==> config.mk <==
export PLATFORM = sky130hd
export DESIGN_NAME = alarm_bank
export DESIGN_NICKNAME = d
export VERILOG_FILES = /design/src/rtl/alarm_bank.sv
export SDC_FILE = /design/constraint.sdc
export NUM_CORES = 1
export LEC_CHECK = 0
export ABC_AREA = 1
export CAP_MARGIN = 20
export CORE_ASPECT_RATIO = 1.5
export CORE_MARGIN = 2
export CORE_UTILIZATION = 50
export DETAILED_ROUTE_END_ITERATION = 16
export PLACE_DENSITY = 0.76
export SETUP_SLACK_MARGIN = 0.3
export SYNTH_ARGS = -nofsm -noshare
export SYNTH_HDL_FRONTEND = slang
export SYNTH_SLANG_ARGS = --single-unit
==> constraint.sdc <==
create_clock -name clk -period 8.2 [get_ports clk]
set_clock_uncertainty 0.1 [all_clocks]
set_input_delay 1.64 -clock clk [delete_from_list [all_inputs] [get_ports clk]]
set_output_delay 1.64 -clock clk [all_outputs]
set_load 0.02 [all_outputs]
==> src/rtl/alarm_bank.sv <==
// alarm_bank: NUM_ALARMS date/time alarms plus ring/snooze/dismiss FSM timed by tick_1s; ALARM_DAILY_EN selects daily hh:mm:ss alarms.
// Latency: match to ring 2 cycles, rd_sel to rd_time 1 cycle; no backpressure, all inputs are accepted every cycle.
module alarm_bank #(
  parameter int NUM_ALARMS = 4,
  parameter int RING_SEC   = 30,
  parameter int SNOOZE_SEC = 300,
  parameter int MAX_SNOOZE = 3
) (
  input  logic                  clk,
  input  logic                  rst,
  input  logic                  tick_1s,
  input  logic [51:0]           cur_time,
  input  logic                  wr_en,
  input  logic [3:0]            wr_sel,
  input  logic [51:0]           wr_time,
  input  logic                  wr_arm,
  input  logic                  clr_all,
  input  logic                  snooze,
  input  logic                  dismiss,
  input  logic [3:0]            rd_sel,
  output logic [51:0]           rd_time,
  output logic [NUM_ALARMS-1:0] armed,
  output logic                  ring,
  output logic [3:0]            ring_id,
  output logic                  snoozing
);
  localparam int RW = $clog2(RING_SEC + 1);
  localparam int SW = $clog2(SNOOZE_SEC + 1);
  localparam int NW = $clog2(MAX_SNOOZE + 1);
  localparam logic [RW-1:0] RING_LD = RW'(RING_SEC);
  localparam logic [SW-1:0] SNZ_LD  = SW'(SNOOZE_SEC);
  localparam logic [NW-1:0] SNZ_MAX = NW'(MAX_SNOOZE);

  typedef enum logic [1:0] {IDLE, RINGING, SNOOZE} state_t;
  state_t state, state_nxt;

  logic [51:0]           alarm [NUM_ALARMS];
  logic [NUM_ALARMS-1:0] pending;
  logic [NUM_ALARMS-1:0] match_ev;
  logic [51:0]           cur_q;
  logic [51:0]           rd_nxt;
  logic [RW-1:0]         ring_cnt;
  logic [SW-1:0]         snooze_cnt;
  logic [NW-1:0]         snz_cnt;
  logic [3:0]            pick;
  logic                  pend_any;
  logic                  time_chg;
  logic                  wr_ok;
  logic                  wr_hits_active;
  logic                  go_ring, go_snooze, rearm, do_dismiss, ring_dec, snz_dec;

`ifdef ALARM_DAILY_EN
  logic [27:0] last_date [NUM_ALARMS];
`endif

  assign time_chg       = (cur_time != cur_q);
  assign wr_ok          = wr_en && (32'(wr_sel) < NUM_ALARMS);
  assign wr_hits_active = wr_ok && (wr_sel == ring_id) && (state != IDLE);
  assign pend_any       = |pending;

  // The channel already being rung or snoozed never re-queues itself.
  always_comb begin
    match_ev = '0;
    for (int i = 0; i < NUM_ALARMS; i++) begin
`ifdef ALARM_DAILY_EN
      match_ev[i] = armed[i] && time_chg && (cur_time[23:0] == alarm[i][23:0]) &&
                    (cur_time[51:24] != last_date[i]);
`else
      match_ev[i] = armed[i] && time_chg && (cur_time == alarm[i]);
`endif
      if ((state != IDLE) && (ring_id == 4'(i))) match_ev[i] = 1'b0;
    end
  end

  always_comb begin
    pick = '0;
    for (int i = NUM_ALARMS - 1; i >= 0; i--) begin
      if (pending[i]) pick = 4'(i);
    end
  end

  always_comb begin
    rd_nxt = '0;
    for (int i = 0; i < NUM_ALARMS; i++) begin
      if (rd_sel == 4'(i)) rd_nxt = alarm[i];
    end
  end

  always_ff @(posedge clk) begin
    if (rst) state <= IDLE;
    else     state <= state_nxt;
  end

  // Within a state: dismiss beats snooze beats tick; a ring timeout acts as dismiss.
  always_comb begin
    state_nxt  = state;
    go_ring    = 1'b0;
    go_snooze  = 1'b0;
    rearm      = 1'b0;
    do_dismiss = 1'b0;
    ring_dec   = 1'b0;
    snz_dec    = 1'b0;
    if (clr_all || wr_hits_active) begin
      state_nxt = IDLE;
    end else begin
      case (state)
        IDLE: begin
          if (pend_any) begin
            go_ring   = 1'b1;
            state_nxt = RINGING;
          end
        end
        RINGING: begin
          if (dismiss) begin
            do_dismiss = 1'b1;
            state_nxt  = IDLE;
          end else if (snooze && (snz_cnt < SNZ_MAX)) begin
            go_snooze = 1'b1;
            state_nxt = SNOOZE;
          end else if (tick_1s) begin
            if (ring_cnt <= RW'(1)) begin
              do_dismiss = 1'b1;
              state_nxt  = IDLE;
            end else begin
              ring_dec = 1'b1;
            end
          end
        end
        SNOOZE: begin
          if (dismiss) begin
            do_dismiss = 1'b1;
            state_nxt  = IDLE;
          end else if (tick_1s) begin
            if (snooze_cnt <= SW'(1)) begin
              rearm     = 1'b1;
              state_nxt = RINGING;
            end else begin
              snz_dec = 1'b1;
            end
          end
        end
        default: state_nxt = IDLE;
      endcase
    end
  end

  always_comb begin
    ring     = 1'b0;
    snoozing = 1'b0;
    case (state)
      RINGING: ring     = 1'b1;
      SNOOZE:  snoozing = 1'b1;
      default: ;
    endcase
  end

  always_ff @(posedge clk) begin
    if (rst) begin
      ring_cnt   <= '0;
      snooze_cnt <= '0;
      snz_cnt    <= '0;
      ring_id    <= '0;
    end else begin
      if (go_ring) begin
        ring_id  <= pick;
        ring_cnt <= RING_LD;
        snz_cnt  <= '0;
      end else if (rearm) begin
        ring_cnt <= RING_LD;
      end else if (ring_dec) begin
        ring_cnt <= ring_cnt - RW'(1);
      end
      if (go_snooze) begin
        snooze_cnt <= SNZ_LD;
        snz_cnt    <= snz_cnt + NW'(1);
      end else if (snz_dec) begin
        snooze_cnt <= snooze_cnt - SW'(1);
      end
    end
  end

  // Later assignments win: a write overrides match/dismiss on the same channel.
  always_ff @(posedge clk) begin
    if (rst) begin
      for (int i = 0; i < NUM_ALARMS; i++) alarm[i] <= '0;
      armed   <= '0;
      pending <= '0;
      cur_q   <= '0;
      rd_time <= '0;
    end else begin
      cur_q   <= cur_time;
      rd_time <= rd_nxt;
      if (clr_all) begin
        armed   <= '0;
        pending <= '0;
      end else begin
        for (int i = 0; i < NUM_ALARMS; i++) begin
          if (go_ring && (pick == 4'(i))) pending[i] <= 1'b0;
          if (match_ev[i])                pending[i] <= 1'b1;
`ifndef ALARM_DAILY_EN
          if (do_dismiss && (ring_id == 4'(i))) armed[i] <= 1'b0;
`endif
          if (wr_ok && (wr_sel == 4'(i))) begin
            alarm[i]   <= wr_time;
            armed[i]   <= wr_arm;
            pending[i] <= 1'b0;
          end
        end
      end
    end
  end

`ifdef ALARM_DAILY_EN
  always_ff @(posedge clk) begin
    if (rst) begin
      for (int i = 0; i < NUM_ALARMS; i++) last_date[i] <= '0;
    end else if (!clr_all) begin
      for (int i = 0; i < NUM_ALARMS; i++) begin
        if (match_ev[i]) last_date[i] <= cur_time[51:24];
      end
    end
  end
`endif

endmodule

==> results.cfg, run 1 <==
[clocking]
cts-root-buf = sky130_fd_sc_hd__clkbuf_16
post_cts_resize_count = 0
numClockSinks = 340
hold_buffers = 0
cts-root-to-sink-buffers = 3
htreeDepth = 2
numCtsBuffers = 35
cts_tree = done
worst_setup_hold_path_clk_slew_ns = 0.06
clk-insertion-delay-late_ns = 0.54
postCtsSetupRepairBufs = 0

[worst_hold_path]
holdPathStages = 2
min-delay-start = snz_cnt[1]
hp-class = register to register

[power_and_ir_drop]
share_seq_of_total_power_pct = 47.6
vdd_ir_drop_max_mv = 0.148
swShare_pct = 26.5
clock_power_share_pct = 40.4
power.density_cell_area_nw_per_um2 = 200
switchingPower_mw = 1.08
power_report.internal_total_mw = 3.01
power.leakage_nw = 9.09
pwr-share-comb_pct = 12.0

[setup_path]
timing.rr.start = alarm[1][50]
timing.critical_path.mode_cell = sky130_fd_sc_hd__nor2_1
crit_path_top_delay_cell = sky130_fd_sc_hd__clkdlybuf4s50_1
setup.worst_path.start = clr_all
critical_path.endpoint_type = register
total_stage_count_of_the_critical_path = 7
critical_path.cell_chain = clkdlybuf4s50_1, nor2_2, inv_1, nor2_1, inv_2, buf_4, nor2_1
critical_path_fanout_max = 52
timing.critical_path.max_delay_family = buffers and inverters
cp.required_ns = 8.36
worstSetupPathType = input pin to register
worst-r2r-cell-count = 9
worstPathArrival_ns = 3.78
critical_path.max_stage_delay_ns = 0.85
timing.critical_path.buf_inv = 4
setup.reg_to_reg.worst_slack_ns = 6.08
worst_setup_path_start_kind = input pin

[detailed_routing]
dr_total_vias = 15386
number_of_iterations_in_the_first_detailed_routing_pass = 6
detail_route.wl_per_cell_um = 21.4
routed_via_density = 5.45
dr.first_iter.drc_count = 1802
drtAntennaViolNets = 0
number_of_remaining_drc_errors = 0
totalWireLength_um = 60400

[floorplan]
initial_core_util_pct = 50.6
die_y_um = 231
placement_rows = 83
io-pin-count = 182
die_x_um = 156
die_outline_area_um2 = 36000
placeableCoreArea_um2 = 34100

[placement]
count_of_port_buffers_added_during_placement = 179
place_congestion = 1.01
detailedPlacementHpwl_um = 43000

[final_layout]
finish.net_count = 2501
commonest_cells_after_routing_fill_and_taps_aside = 588 x sky130_fd_sc_hd__nand2_1, 479 x sky130_fd_sc_hd__nor2_1, 346 x sky130_fd_sc_hd__inv_1
num_antenna_cells = 0
post_route_cells_drive_above_1_share_pct = 4.34
finalCoreUtilization_pct = 60.2
mostFrequentLayoutCell = sky130_fd_sc_hd__nand2_1
area_delta_synth_final_pct = 19.1

[sta]
worst_slew_margin_rel_pct = 36.9
finalSetupTns_ns = 0
rsz0062_at_grt = false
max_slew.worst_pin.slew_ns = 0.946
final_hold_viol_count = 0
report.final.slew_viol_count = 0
setup_viol = 0
period_minus_slack_ns = 3.62
timing.fmax_mhz = 276
fin_crit_sh_pct = 44.1

[synthesis]
ys_seq_area_share_pct = 51.6
ys_top_cells_by_area = sky130_fd_sc_hd__edfxtp_1 36%, sky130_fd_sc_hd__dfxtp_1 15%, sky130_fd_sc_hd__nand2_1 13%, sky130_fd_sc_hd__nor2_1 10%, sky130_fd_sc_hd__inv_1 7.5%
yosysTopAreaCellShare_pct = 36.2
synth_area_um2 = 17200
syn-mean-instance-area_um2 = 7.76
netlist-cell-type-count = 41
postSynthCellCount = 2221
yosys_register_bits = 340
synthesis.yosys.warnings = 0
yosysTopAreaCell = sky130_fd_sc_hd__edfxtp_1

[global_routing]
antenna_found_initial = 1
grt_max_degree = 60
grt_pass1_wl_um = 88400
grt_pass1_vias = 15001
grt_util_all_layers_pct = 33.5
globalRouteOverflowTotal = 0

[run]
maxCapViolations = 0

[run_status]
outcome = finished clean
[area by class of cell]
class                           count  area, um^2
Multi-Input combinational cell   1448        6700
Clock buffer                       48         980
Tap cell                          425         532
Timing Repair Buffer              191        1880
Sequential cell                   340        8890
Inverter                          356        1340
Clock inverter                     16         198
Fill cell                        2996       13500
[flip-flops by register name, summed over array words and instances (netlist names)]
signal,flops
alarm,208
cur_q,52
armed,4
snz_cnt,2
rd_time,52
snooze_cnt,9
ring_cnt,5
pending,4
state,2
ring_id,2
[power by group through the flow]
stage / sequential [mW] / combinational, mW / clock, mW
finish: 1.95 / 0.492 / 1.65
global route: 1.96 / 0.524 / 1.72
CTS: 1.95 / 0.482 / 1.65
detailed placement: 1.98 / 0.479 / 0
global placement: 1.98 / 0.474 / 0
floorplan: 1.99 / 0.246 / 0
[metal layers]
layer | routed length (um) | global-route usage (%)
met3 | 5040 | 5.55
met1 | 20400 | 37.0
met5 | 0 | 0
met2 | 29200 | 57.0
met4 | 5740 | 26.2
[synth_stat cells (all sizes together)]
cell type	instances
o221ai	52
nor3b	1
dfxtp	132
ha	9
a31oi	4
a21oi	74
xor2	26
nand2	591
nor2	486
a211oi	3
o31ai	1
nand3	30
conb	1
clkbuf	19
buf	59
o211ai	1
o21ai	71
nand4	15
edfxtp	208
or2	6
inv	356
nand3b	1
nor4	1
nor3	10
and3	1
xnor2	63
[worst reg2reg max path: cells and delay by family, from the launching register on]
| family | cells | cell delay [ns] |
|---|---|---|
| AOI/OAI and AO/OA | 1 | 0.14 |
| xor gates and xnor gates | 1 | 0.68 |
| DFF | 1 | 0.41 |
| and+or+nand+nor | 7 | 0.71 |
[worst paths after layout]
| check | endpoint |
|---|---|
| worst max-delay path | alarm[1][29] |
| worst min-delay path | snz_cnt[1] |
| worst min register to register | snz_cnt[1] |
| worst max register to register | pending[1] |
[logic make-up after synthesis]
kind of cell / Yosys count / synth area share [%]
and+or+nand+nor: 1142 / 26.0
xor gates and xnor gates: 89 / 4.52
other: 1 / 0.0218
adders and majority gates: 9 / 0.654
buffers and inverters: 434 / 9.94
DFF: 340 / 51.6
AOI/OAI and AO/OA: 206 / 7.25
[stage by stage]
stage               worst slack (ns)  hold WS (ns)  instance area [um^2]  instances  total power [mW]
floorplan                       1.83         0.333                 17200       2222              2.23
global placement                4.12         0.353                 19300       2760              2.45
detailed placement              4.10         0.359                 19300       2760              2.46
CTS                             4.59         0.369                 20500       2824              4.08
global route                    4.52         0.396                 20500       2824              4.20
finish                          4.58         0.370                 20500       2824              4.09
Power figures use the tool's default switching activity.
==> run 2, diff against run 1 <==
--- a/config.mk
+++ b/config.mk
@@ -11,7 +11,7 @@
 export CORE_MARGIN = 2
 export CORE_UTILIZATION = 50
 export DETAILED_ROUTE_END_ITERATION = 16
-export PLACE_DENSITY = 0.76
+export PLACE_DENSITY = 0.79
 export SETUP_SLACK_MARGIN = 0.3
 export SYNTH_ARGS = -nofsm -noshare
 export SYNTH_HDL_FRONTEND = slang
==> constraint.sdc (replaced) <==
create_clock -name clk -period 3 [get_ports clk]
set_clock_uncertainty 0.1 [all_clocks]
set_input_delay 0.6 -clock clk [delete_from_list [all_inputs] [get_ports clk]]
set_output_delay 0.6 -clock clk [all_outputs]
set_load 0.02 [all_outputs]
==> run 2 against run 1 <==
Against the previous run: combinational power rose to 2.8 times the previous value; cell count rose by 0.60%; first-iteration DRC count fell by 4.5%; critical path type is now register to output pin; largest cell class unchanged.
==> results.cfg, run 2 (synthesis gave the netlist of run 1 again) <==
[run_status]
outcome = finished clean

[placement]
post-place-ws_ns = 0.247
count_of_port_buffers_added_during_placement = 179
place_inst = 2779
detailedPlacementHpwl_um = 43800
place_congestion = 1.05

[clocking]
post_cts_resize_count = 0
clk-insertion-delay-late_ns = 0.54
cts_tree = done
cts-root-buf = sky130_fd_sc_hd__clkbuf_16
postCtsSetupRepairBufs = 0
cts-root-to-sink-buffers = 3
worst_setup_hold_path_clk_slew_ns = 0.07
hold_buffers = 0
numClockSinks = 340
numCtsBuffers = 34
htreeDepth = 2

[final_layout]
layoutNonFillerInstCount = 2841
layout_top_registers = alarm (208), cur_q (52), rd_time (52)
commonest_cells_after_routing_fill_and_taps_aside = 588 x sky130_fd_sc_hd__nand2_1, 479 x sky130_fd_sc_hd__nor2_1, 346 x sky130_fd_sc_hd__inv_1
fillCellCount = 2936
finish.net_count = 2519
post_route_cells_drive_above_1_share_pct = 4.93
finalCoreUtilization_pct = 61.1
top_register = alarm
area_delta_synth_final_pct = 20.8
num_antenna_cells = 0
mostFrequentLayoutCell = sky130_fd_sc_hd__nand2_1
flip_flop_count_of_the_largest_register_after_layout = 208

[floorplan]
die_outline_area_um2 = 36000
placeableCoreArea_um2 = 34100
initial_core_util_pct = 50.6
io-pin-count = 182
die_x_um = 156
die_y_um = 231
placement_rows = 83

[power_and_ir_drop]
vdd_ir_drop_max_mv = 0.386
power.leakage_nw = 9.25
power.density_cell_area_nw_per_um2 = 541
totalPowerFinal_mw = 11.3

[detailed_routing]
number_of_iterations_in_the_first_detailed_routing_pass = 5
routed_via_density = 5.54
dr.first_iter.drc_count = 1721
dr_total_vias = 15739
number_of_remaining_drc_errors = 0
totalWireLength_um = 61100
drtAntennaViolNets = 0
detail_route.wl_per_cell_um = 21.5

[setup_path]
worstPathArrival_ns = 1.87
critical_path_fanout_max = 4
worstSetupPathType = register to output pin
critical_path.endpoint_type = output pin
cp.required_ns = 2.30
worst-r2r-cell-count = 14
timing.rr.start = state[0]
setup.reg_to_reg.worst_slack_ns = 0.98
crit-reg2reg-capture = ring_cnt[3]
worst_setup_path_start_kind = register

[worst_hold_path]
hp-class = register to register
holdPathStages = 1
min-delay-start = snz_cnt[0]
hold-path-endpoint = snz_cnt[0]

[sta]
max_slew.worst_pin.slew_ns = 0.566
setup_viol = 0
period_minus_slack_ns = 2.57
report.final.slew_viol_count = 0
timing.fmax_mhz = 389
worst_case_setup_margin_in_the_final_layout_ns = 0.430
final_hold_viol_count = 0
finalSetupTns_ns = 0
worst_slew_margin_rel_pct = 62.1
rsz0062_at_grt = false
fin_crit_sh_pct = 85.7

[global_routing]
globalRouteOverflowTotal = 0
grt_pass1_wl_um = 90300
grt_pass1_vias = 15463
grt_util_all_layers_pct = 33.8
grt_max_degree = 92
antenna_found_initial = 2

[run]
maxCapViolations = 0
## run 2: cell count changes in the layout (fill, tap and decap cells not counted), sizes merged
cell / previous run / this run
buf: 13 / 32
inv: 358 / 356
bufinv: 3 / 4
clkinv: 10 / 9
## run 2: area by class of cell
cell class / count / area, um^2 / share of cell area [%]
inverter: 356 / 1340 / 6.42
clock buffer: 48 / 997 / 4.79
clock inverter: 14 / 169 / 0.811
multi-input combinational: 1448 / 6700 / 32.2
tap: 425 / 532 / 2.55
timing repair buffer: 210 / 2200 / 10.6
sequential: 340 / 8890 / 42.7
## run 2: worst max-delay path, stage by stage (launching register included)
cell                              delay (ns)
sky130_fd_sc_hd__dfxtp_1                0.33
sky130_fd_sc_hd__inv_1                  0.10
sky130_fd_sc_hd__ha_1                   0.24
sky130_fd_sc_hd__clkdlybuf4s50_1        0.66
## run 2: worst max path at each step
stage	from	end	slack [ns]
4_1_cts	state[0]	snoozing	0.44
3_3_place_gp	cur_time[20]	pending[3]	0.21
3_5_place_dp	cur_time[10]	pending[0]	0.25
5_1_grt	state[0]	snoozing	0.40
6_report	state[0]	snoozing	0.43
2_1_floorplan	wr_sel[3]	alarm[3][0]	0.57
## run 2: layer usage
| metal | up-vias | routed length, um | GRT usage [%] |
|---|---|---|---|
| met5 | - | 13 | 0 |
| met4 | 2 | 5640 | 25.9 |
| met3 | 261 | 5790 | 5.95 |
| met2 | 1002 | 29400 | 57.5 |
| met1 | 7252 | 20300 | 37.2 |
| li1 | 7222 | - | - |
## run 2: power by group
group	internal (mW)	switching, mW	leakage (nW)	total (mW)
registers	5.18	0.147	3.06	5.33
clock network	2.67	1.86	0.572	4.54
logic	0.489	0.903	5.61	1.39
total	8.34	2.91	9.25	11.3
## run 2: through the flow
| stage | hold WS (ns) | cell area, um^2 |
|---|---|---|
| 2_1_floorplan | 0.335 | 17300 |
| 3_3_place_gp | 0.345 | 19600 |
| 3_5_place_dp | 0.364 | 19600 |
| 4_1_cts | 0.372 | 20800 |
| 5_1_grt | 0.390 | 20800 |
| 6_report | 0.372 | 20800 |
==> run 3, diff against run 2 <==
--- a/config.mk
+++ b/config.mk
@@ -6,9 +6,9 @@
 export NUM_CORES = 1
 export LEC_CHECK = 0
 export ABC_AREA = 1
+export ABC_CLOCK_PERIOD_IN_PS = 3000
 export CAP_MARGIN = 20
 export CORE_ASPECT_RATIO = 1.5
-export CORE_MARGIN = 2
 export CORE_UTILIZATION = 50
 export DETAILED_ROUTE_END_ITERATION = 16
 export PLACE_DENSITY = 0.79
==> run 3 against run 2 <==
Against the previous run: critical path depth is the same; sequential power is essentially flat; cell count shrank 0.18%; power grew 1.6%; core utilization grew 0.87 points; count of clock-buffer cells in the layout shrank 2; sequential cell count is the same; register-to-register slack lost 0.08 ns; worst setup slack lost 0.014 ns; final area grew 0.20%; critical endpoint is now ring; largest cell class unchanged; highest routed layer is now met4.
==> results.cfg, run 3 (synthesis gave the netlist of run 1 again) <==
[run_status]
outcome = finished clean

[run]
maxCapViolations = 0

[clocking]
numClockSinks = 340
postCtsSetupRepairBufs = 0
cts_tree = done
numCtsBuffers = 35
clk-insertion-delay-late_ns = 0.54
hold_buffers = 0
post_cts_resize_count = 0
worst_setup_hold_path_clk_slew_ns = 0.06
cts-root-buf = sky130_fd_sc_hd__clkbuf_16
htreeDepth = 2
cts-root-to-sink-buffers = 3

[final_layout]
flip_flop_count_of_the_largest_register_after_layout = 208
mostFrequentLayoutCell = sky130_fd_sc_hd__nand2_1
top_register = alarm
layout_top_registers = alarm (208), cur_q (52), rd_time (52)
fillCellCount = 2929
stdcell_area_um2 = 20900
post_route_cells_drive_above_1_share_pct = 4.97
area_delta_synth_final_pct = 21.0
commonest_cells_after_routing_fill_and_taps_aside = 588 x sky130_fd_sc_hd__nand2_1, 479 x sky130_fd_sc_hd__nor2_1, 346 x sky130_fd_sc_hd__inv_1
finish.net_count = 2518

[sta]
final_hold_viol_count = 0
max_slew.worst_pin.slew_ns = 0.667
worst_slew_margin_rel_pct = 55.4
timing.fmax_mhz = 387
period_minus_slack_ns = 2.58
rsz0062_at_grt = false
worst_case_setup_margin_in_the_final_layout_ns = 0.415
fin_crit_sh_pct = 86.2
setup_viol = 0
report.final.slew_viol_count = 0
finalSetupTns_ns = 0

[detailed_routing]
dr_total_vias = 15668
number_of_remaining_drc_errors = 0
routed_via_density = 5.52
detail_route.wl_per_cell_um = 21.7
number_of_iterations_in_the_first_detailed_routing_pass = 6
dr.first_iter.drc_count = 1645
drtAntennaViolNets = 0
totalWireLength_um = 61500

[setup_path]
end_point_of_the_critical_path = ring
critical_path.max_stage_delay_ns = 0.64
critical_path_fanout_max = 4
setup.reg_to_reg.worst_slack_ns = 0.90
worst_setup_path_start_kind = register
worstPathArrival_ns = 1.88
cp.required_ns = 2.30
critical_path.endpoint_type = output pin
worstSetupPathType = register to output pin
crit_path_top_delay_cell = sky130_fd_sc_hd__clkdlybuf4s50_1
setup.worst_path.start = state[1]
timing.rr.start = state[1]
crit-reg2reg-capture = pending[0]
worst-r2r-cell-count = 12
critical_path.cell_chain = inv_1, ha_1, clkdlybuf4s50_1

[power_and_ir_drop]
pwr-share-comb_pct = 12.2
power.density_cell_area_nw_per_um2 = 548
vdd_ir_drop_max_mv = 0.560
power_report.internal_total_mw = 8.48
switchingPower_mw = 2.96
totalPowerFinal_mw = 11.4
power.leakage_nw = 9.26
clock_power_share_pct = 41.3
share_seq_of_total_power_pct = 46.6
swShare_pct = 25.9

[placement]
detailedPlacementHpwl_um = 43700
post_dp_cell_area_um2 = 19600
count_of_port_buffers_added_during_placement = 179
place_congestion = 1.05
post-place-ws_ns = 0.309

[global_routing]
globalRoute.busiestLayer = met2
grt_max_degree = 111
antenna_found_initial = 0
use_met1_pct = 37.8
grt_util_all_layers_pct = 35.0
met2_usage_pct = 59.4
grtUsageMet3_pct = 6.70
grt_pass1_vias = 15538
grt_pass1_wl_um = 90900
globalRouteOverflowTotal = 0

[floorplan]
io-pin-count = 182
die_y_um = 229
die_outline_area_um2 = 35200
placeableCoreArea_um2 = 33700
initial_core_util_pct = 51.2
die_x_um = 154
placement_rows = 82

[worst_hold_path]
hp-class = input pin to register
[run 3: worst min-delay path by stage]
stage,from,to,depth (start not counted)
detailed placement,snz_cnt[0],snz_cnt[0],1
floorplan,snz_cnt[0],snz_cnt[0],1
CTS,rst,ring_cnt[4],2
global placement,snz_cnt[1],snz_cnt[1],2
global route,rst,ring_cnt[4],2
finish,rst,ring_cnt[4],2
[run 3: per-layer routing]
layer,routed length (um),share of wire [%]
met1,20600,34
met2,29600,48
met3,5740,9.3
met4,5570,9.1
met5,0,0
[run 3: power by group through the flow]
stage | clock (mW) | combinational [mW] | sequential, mW
3_3_place_gp | 0 | 1.34 | 5.41
5_1_grt | 4.90 | 1.48 | 5.34
3_5_place_dp | 0 | 1.35 | 5.42
4_1_cts | 4.73 | 1.36 | 5.32
2_1_floorplan | 0 | 0.678 | 5.41
6_report | 4.72 | 1.39 | 5.33
[run 3: critical path: cells and delay by family (launching register included)]
kind / cells / cell delay, ns
DFF: 1 / 0.34
buffers and inverters: 2 / 0.76
adders and majority gates: 1 / 0.25
[run 3: cell type report]
cell class	instances	area, um^2	share of cell area, %
sequential	340	8890	42.6
multi-input combinational	1448	6700	32.1
timing repair buffer	208	2180	10.5
inverter	356	1340	6.41
clock buffer	46	968	4.64
tap	420	526	2.52
clock inverter	17	258	1.24
antenna	1	2.50	0.0120
[run 3: per-stage QoR]
stage               std cells  utilization [%]  hold slack [ns]
floorplan                2222                -            0.335
global placement         2772             58.3            0.351
detailed placement       2772             58.3            0.356
CTS                      2835             62.0            0.212
global route             2835             62.0            0.233
finish                   2836             62.0            0.220
